## config.mk

```make
export PLATFORM = sky130hd
export DESIGN_NAME = led_pattern_pynq_flat
export DESIGN_NICKNAME = d
export VERILOG_FILES = /design/src/rtl/led_pattern_pynq_if.sv /design/src/rtl/led_pattern_pynq.sv /design/src/flat_wrapper.sv
export SDC_FILE = /design/constraint.sdc
export NUM_CORES = 1
export LEC_CHECK = 0
export BUFFER_PORTS_ARGS = -buffer_cell sky130_fd_sc_hd__buf_2
export CELL_PAD_IN_SITES_DETAIL_PLACEMENT = 1
export CELL_PAD_IN_SITES_GLOBAL_PLACEMENT = 2
export CORE_MARGIN = 4
export CORE_UTILIZATION = 35
export CTS_BUF_LIST = sky130_fd_sc_hd__clkbuf_4 sky130_fd_sc_hd__clkbuf_8 sky130_fd_sc_hd__clkbuf_16
export CTS_CLUSTER_SIZE = 24
export DETAILED_ROUTE_END_ITERATION = 16
export HOLD_SLACK_MARGIN = 0.1
export PLACE_DENSITY = 0.86
export SYNTH_ARGS = -nofsm -noshare
export SYNTH_HDL_FRONTEND = slang
export SYNTH_SLANG_ARGS = --single-unit
```

## constraint.sdc

```tcl
create_clock -name CLK -period 5.29 [get_ports CLK]
set_clock_uncertainty 0.15 [all_clocks]
set_input_delay 0.2645 -clock CLK [delete_from_list [all_inputs] [get_ports CLK]]
set_output_delay 0.2645 -clock CLK [all_outputs]
set_load 0.01 [all_outputs]
```

## src/rtl/led_pattern_pynq_if.sv

```systemverilog
// led_pattern_pynq_if: control registers and LED-side outputs of the pattern generator
interface led_pattern_pynq_if #(
  parameter int N_LED  = 4,
  parameter int CDIV_W = 32
);
  localparam int PW = $clog2(2*N_LED);
  logic [CDIV_W-1:0] CDIV;
  logic [1:0]        MODE;
  logic              RUN;
  logic              STEP;
  logic [N_LED-1:0]  LED;
  logic [PW-1:0]     POS;
  logic              TICK;
  modport master (output CDIV, MODE, RUN, STEP, input LED, POS, TICK);
  modport slave  (input CDIV, MODE, RUN, STEP, output LED, POS, TICK);
endinterface

```

## src/rtl/led_pattern_pynq.sv

```systemverilog
// led_pattern_pynq: prescaled bounce/rotate/bar LED pattern generator with freeze and single-step
module led_pattern_pynq #(
  parameter int N_LED  = 4,
  parameter int CDIV_W = 32
) (
  input logic CLK,
  input logic RESET,
  led_pattern_pynq_if.slave bus
);
  localparam int PW = $clog2(2*N_LED);
  localparam int TW = PW + 1;
  logic [CDIV_W-1:0] count_q, count_d;
  logic [PW-1:0]     pos_q, pos_d, last;
  logic [1:0]        mode_q, mode_d;
  logic              tick_q, tick_d;
  logic              adv, mode_chg;
  logic [TW-1:0]     tgt;
  logic [N_LED-1:0]  led;
  // state registers; reset wins over everything
  always_ff @(posedge CLK) begin
    if (RESET) begin
      count_q <= '0;
      pos_q   <= '0;
      mode_q  <= '0;
      tick_q  <= 1'b0;
    end else begin
      count_q <= count_d;
      pos_q   <= pos_d;
      mode_q  <= mode_d;
      tick_q  <= tick_d;
    end
  end
  // next state: a mode change restarts the pattern and swallows any same-cycle advance
  always_comb begin
    mode_chg = bus.MODE != mode_q;
    adv      = bus.RUN ? (count_q >= bus.CDIV) : bus.STEP;
    last     = mode_q == 2'd0 ? PW'(2*N_LED-3) : PW'(N_LED-1);
    count_d  = mode_chg ? '0 : !bus.RUN ? count_q : count_q >= bus.CDIV ? '0 : count_q + CDIV_W'(1);
    pos_d    = mode_chg ? '0 : !adv ? pos_q : pos_q == last ? '0 : pos_q + PW'(1);
    mode_d   = bus.MODE;
    tick_d   = !mode_chg && adv;
  end
  // LED decode: index of the single lit bit, or a thermometer fill for BAR
  always_comb begin
    tgt = mode_q == 2'd0 ? (pos_q < PW'(N_LED) ? {1'b0, pos_q} : TW'(2*N_LED-2) - {1'b0, pos_q}) :
          mode_q == 2'd1 ? {1'b0, pos_q} : TW'(N_LED-1) - {1'b0, pos_q};
    led = '0;
    for (int i = 0; i < N_LED; i++)
      led[i] = mode_q == 2'd3 ? (i <= int'(pos_q)) : (i == int'(tgt));
  end
  assign bus.LED  = led;
  assign bus.POS  = pos_q;
  assign bus.TICK = tick_q;
endmodule

```

## src/flat_wrapper.sv

```systemverilog
// flat-port wrapper written by rule: the top's interface ports become plain ports
module led_pattern_pynq_flat 
#(
  parameter int N_LED  = 4,
  parameter int CDIV_W = 32
)
  (CLK, RESET, bus_CDIV, bus_MODE, bus_RUN, bus_STEP, bus_LED, bus_POS, bus_TICK);
  led_pattern_pynq_if #(.N_LED(N_LED), .CDIV_W(CDIV_W)) bus_i ();
  input logic CLK;
  input logic RESET;
  input wire logic [$bits(bus_i.CDIV)-1:0] bus_CDIV;
  input wire logic [$bits(bus_i.MODE)-1:0] bus_MODE;
  input wire logic [$bits(bus_i.RUN)-1:0] bus_RUN;
  input wire logic [$bits(bus_i.STEP)-1:0] bus_STEP;
  output wire logic [$bits(bus_i.LED)-1:0] bus_LED;
  output wire logic [$bits(bus_i.POS)-1:0] bus_POS;
  output wire logic [$bits(bus_i.TICK)-1:0] bus_TICK;
  assign bus_i.CDIV = bus_CDIV;
  assign bus_i.MODE = bus_MODE;
  assign bus_i.RUN = bus_RUN;
  assign bus_i.STEP = bus_STEP;
  assign bus_LED = bus_i.LED;
  assign bus_POS = bus_i.POS;
  assign bus_TICK = bus_i.TICK;
  led_pattern_pynq #(.N_LED(N_LED), .CDIV_W(CDIV_W)) u_core (.CLK(CLK), .RESET(RESET), .bus(bus_i));
endmodule
```

==> Word level (Yosys, flattened, before mapping) <==
Index checks and enable logic that the tools add are counted.
{ "totals": {"reg_bits": 38, "in_bits": 38, "output_inout_bits": 8, "word_cells": 36} }
{ "classes": {"add_sub_neg": 4, "n_lt_le_gt_ge": 5, "n_eq_ne": 7, "mux": 11, "reduce_logical": 5} }
{ "ops": {"columns": ["op", "count"], "rows": [
  ["adder 32 x 1 -> 32 bit (second input constant)", 1],
  [">= comparator 32 bit", 1],
  ["2-to-1 mux 32 bit", 1],
  ["2-to-1 mux 4 bit", 3],
  ["== test 3 x 4 -> 1 bit (first input constant)", 2],
  ["<= comparator 2 x 3 -> 1 bit (first input constant)", 2],
  ["2-to-1 mux 3 bit", 2],
  ["2-to-1 mux 1 bit", 5],
  ["== test 2 x 4 -> 1 bit (first input constant)", 1],
  ["logical NOT 4 bit", 1],
  ["subtractor 2 x 3 -> 4 bit (first input constant)", 1],
  ["subtractor 3 x 3 -> 4 bit (first input constant)", 1],
  ["adder 3 x 1 -> 3 bit (second input constant)", 1],
  ["== test 3 bit", 1],
  ["<= comparator 1 x 3 -> 1 bit (first input constant)", 1],
  ["< comparator 3 bit (second input constant)", 1],
  ["== test 2 x 1 -> 1 bit (second input constant)", 1],
  ["== test 2 bit (second input constant)", 1],
  ["logical NOT 2 bit", 1],
  ["!= test 2 bit", 1],
  ["OR reduction 2 bit", 1],
  ["logical AND 1 bit", 1],
  ["logical NOT 1 bit", 1]
]} }

==> Longest topological paths before layout <==
{ "logic_depth": {"word_depth": 5, "ltp_mapped": 11} }

==> Least setup slack after synthesis <==
Ideal clock, no wire load.
{ "synth_path": {"path_kind": "reg-to-output", "startpoint": "register u_core.pos_q[0] (netlist: u_core.bus.POS[0])", "endpoint": "output port bus_LED[0]", "t_arrival_ns": 1.861, "required_time_ns": 4.876, "setup_slack_ns": 3.014, "stages_incl_launch_ff": 7, "cell_sequence": "dfxtp_1 > clkbuf_1 > inv_1 > ha_1 > and3_1 > o31a_1 > o21ai_0"} }
{ "synth_between": {"elab_chain_cells": 5, "elab_cells_between_ends": 8} }
{ "synth_rtl": {"columns": ["element", "line", "text"], "rows": [
  ["start, declared", "led_pattern_pynq.sv:13", "logic [PW-1:0] pos_q, pos_d, last;"],
  ["start signal, assigned", "led_pattern_pynq.sv:28", "pos_q <= pos_d;"],
  ["subtractor 2 x 3 -> 4 bit, or another cell as far along", "led_pattern_pynq.sv:46", "mode_q == 2'd1 ? {1'b0, pos_q} : TW'(N_LED-1) - {1'b0, pos_q};"],
  ["2-to-1 mux 4 bit, on equally long branches", "led_pattern_pynq.sv:46, led_pattern_pynq.sv:45", null],
  ["2-to-1 mux 4 bit (*)", "led_pattern_pynq.sv:45", "tgt = mode_q == 2'd0 ? (pos_q < PW'(N_LED) ? {1'b0, pos_q} : TW'(2*N_LED-2) - {1'b0, pos_q}) :"],
  ["logical NOT 4 bit (*)", "led_pattern_pynq.sv:49", "led[i] = mode_q == 2'd3 ? (i <= int'(pos_q)) : (i == int'(tgt));"],
  ["2-to-1 mux 1 bit (*)", "led_pattern_pynq.sv:49", null],
  ["end, declared", "flat_wrapper.sv:15", "output wire logic [$bits(bus_i.LED)-1:0] bus_LED;"]
]} }
Every way passes the cells marked *; elsewhere a longest branch is shown, timed or not.

==> Final worst setup path <==
{ "layout_path": {"startpoint": "register u_core.count_q[27]", "endpoint": "register u_core.count_q[16]"} }
{ "layout_between": {"elab_chain_cells": 2} }
{ "layout_rtl": {"columns": ["element", "line", "text"], "rows": [
  ["start, declared", "led_pattern_pynq.sv:12", "logic [CDIV_W-1:0] count_q, count_d;"],
  ["start signal, assigned", "led_pattern_pynq.sv:27", "count_q <= count_d;"],
  [">= comparator 32 bit", "led_pattern_pynq.sv:38", "count_d = mode_chg ? '0 : !bus.RUN ? count_q : count_q >= bus.CDIV ? '0 : count_q + CDIV_W'(1);"],
  ["2-to-1 mux 32 bit", "led_pattern_pynq.sv:38", null]
]} }
No other way between the ends.
A chain may end at the register's enable or synchronous reset.

==> qor.txt <==
Post-synthesis mux area share: 1.13%
Post-route setup TNS: 0 ns
Switching share of power: 23.6%
Ys Warns: 0
# diodes: 0
Routed vias: 2449
H-tree levels: 2
Count of different cell masters after synthesis: 38
Power Density: 195 mW/mm2
Setup violations, final: 0
Main flop type after synthesis: dfxtp_1
Required time worst endpoint: 5.32 ns
Clk pwr share: 42.1%
Crit Path Category: register to register
Power consumption: 612 uW
Seq pwr share: 47.6%
Seq/Total Area, Yosys: 28.5%
F_max: 0.353 GHz
Chip height: 95.3 um
Post_cts resized: 0
Final period util: 53.6%
Clk slew on worst S/H paths: 0.08 ns
Pre-Repair DR Iteration Count: 4
Area Growth Syn to Fin: 17.5%
DR vias/cell: 5.02
Peak supply drop: 144 uV
Starting density of the core: 36.4%
Post-synth EDFFs: 0
# clock sinks: 38
Post-Synth Simple-Gate Area: 24.8%
Post-Synth XOR/XNOR Area: 10.5%
Top cells by area, synth: dfxtp_1 (29%), ha_1 (17%), xor2_1 (6.6%)
Slew of the pin with the lowest slew margin: 0.707 ns
Total of max-cap violations: 0
Outcome: completed
Slew Limit Headroom: 52.5%
Post-Syn Instances: 340
GPL Wtd Cong: 0.754
Final nets: 464
Largest net degree at the start of global routing: 17
First-pass GRT wire length: 11000 um
Lkg Pwr: 1.42 nW
Crit path setup slack, layout: 2.46 ns
Max Fanout on Critical Path: 16
Initial antenna violation count: 0
Final min period: 2.83 ns
Pint: 467 uW
Drt total wl: 6520 um
Clock root buffer: clkbuf_8
Avg Synthesized Cell Area: 7.84 um2
Post-route ant nets: 0
Syn Std Cell Area: 0.00267 mm2
Synth Area in Compound Gates: 10.5%
Proportion of layout cells with a drive suffix above 1: 15.4%
Drt drc: 0
CTS tree: yes
Most common cell in the netlist: inv_1
Vias in the first global route: 2428
Dpl hpwl: 5210 um
Adder-Cell Fraction of Synth Area: 17.4%
Cts bufs inserted: 5
Unrepaired setup endpoints after global routing: no
Main combinational cell family by area after synthesis: simple AND/OR/NAND/NOR gates
Post-synth top cells: inv_1 (41), dfxtp_1 (38), ha_1 (37)
Final hold slack: 0.181 ns
DIE AREA: 0.00907 mm2
Area taken by flip-flops and latches: 761 um2
Routed WL per cell: 13.4 um
Post-layout util: 42.7%
Clk_lat worst skew: 0.29 ns
Core outline area: 0.00733 mm2
Flops & latches, synth: 38
I/O Buffers: 45
Cell Rows: 31
# fillers: 933
Cell taking the most area after synthesis: dfxtp_1
Setup crit end kind: register
Async set-reset flop share out of synthesis: 0%
Comb power frac: 10.3%
Initial DRC Count: 46
Die width: 95.3 um
Ports: 46
Worst Hold Class: primary input to register
Crit path arrival time: 2.87 ns
Share of the synthesized area in the top cell type: 28.5%
Setup WS pre-CTS: 2.40 ns
Slew Limit Fails: 0
Gr ovfl total: 0
Final Hold Viols: 0
Total GRT Usage: 15.2%
Clk buf depth: 2
Worst setup SP type: register
Syn_nets: 415
Switching power: 145 uW
Multi-input gate area: 0.00172 mm2
==> critical path: stages, from the launching register on <==
cell	delay [ns]
dfxtp_1	0.34
ha_1	0.32
nand2_1	0.06
o21ai_0	0.28
a211oi_1	0.10
o31ai_1	0.34
a21oi_1	0.18
o21ai_2	0.53
buf_4	0.34
nor2_1	0.08
==> repair_timing <==
action,4_1_cts,5_1_grt
hold buffers,3,0
buffers inserted,0,0
hold endpoints to repair,2,0
==> path summary, 6_finish.rpt <==
path / startpoint / to / slack (ns) / cells past startpoint
hold / removal: bus_RUN / u_core.count_q[0] / 0.18 / 3
setup reg to reg: u_core.count_q[27] / u_core.count_q[16] / 2.46 / 9
setup / recovery: u_core.count_q[27] / u_core.count_q[16] / 2.46 / 9
hold reg to reg: u_core.count_q[0] / u_core.count_q[0] / 0.39 / 2
==> stage by stage <==
step           std cells  cell area (um2)
5_1_grt              488             3130
3_5_place_dp         478             2990
2_1_floorplan        340             2670
4_1_cts              488             3130
6_report             488             3130
3_3_place_gp         478             2990
==> area by class of cell <==
type | count | share of cell area, %
multi-input cells | 254 | 54.9
clock buffers | 6 | 2.64
clock inverters | 1 | 0.959
flip-flops and latches | 38 | 24.3
inverters | 41 | 4.91
well taps | 99 | 3.96
repair buffers | 49 | 8.39
==> routing by layer <==
layer	vias up	part of all wire, %	global-route usage [%]	wire, um
li1	1259	-	-	-
met1	1153	49	20.1	3210
met2	32	47	25.5	3060
met3	5	3.3	3.47	217
met4	0	0.54	2.52	35
met5	-	0	0	0
==> state kept, by name, indices dropped and copies added, names as in the netlist <==
name             flops
u_core.count_q      32
u_core.bus.TICK      1
u_core.bus.POS       3
u_core.mode_q        2
==> cells in the final DEF (no fill, tap or decap), types with 4 or more instances in the layout <==
| cell type | count |
|---|---|
| xor2_1 | 20 |
| buf_2 | 45 |
| nor4_1 | 4 |
| nor2b_1 | 4 |
| nor2_1 | 36 |
| clkbuf_8 | 6 |
| o21ai_0 | 14 |
| nand4_1 | 15 |
| nor3_1 | 6 |
| and3_1 | 7 |
| xnor2_1 | 12 |
| and4_1 | 4 |
| nand2_1 | 31 |
| inv_1 | 41 |
| dfxtp_1 | 38 |
| a21oi_1 | 23 |
| nand3_1 | 13 |
| ha_1 | 37 |
==> power groups by stage <==
stage	Clock [mW]	Combinational, mW	Sequential (mW)
finish	0.258	0.0628	0.291
CTS	0.262	0.0639	0.291
global placement	0	0.0602	0.298
detailed placement	0	0.0620	0.298
global route	0.274	0.0729	0.292
floorplan	0	0.0375	0.296
==> cell families after synthesis <==
group / Yosys count
compound gates: 50
xor+xnor: 32
fa+ha+maj: 37
buf+inv: 48
flops: 38
mux: 3
simple gates: 132
No activity file was read; power rests on OpenSTA's default activity.
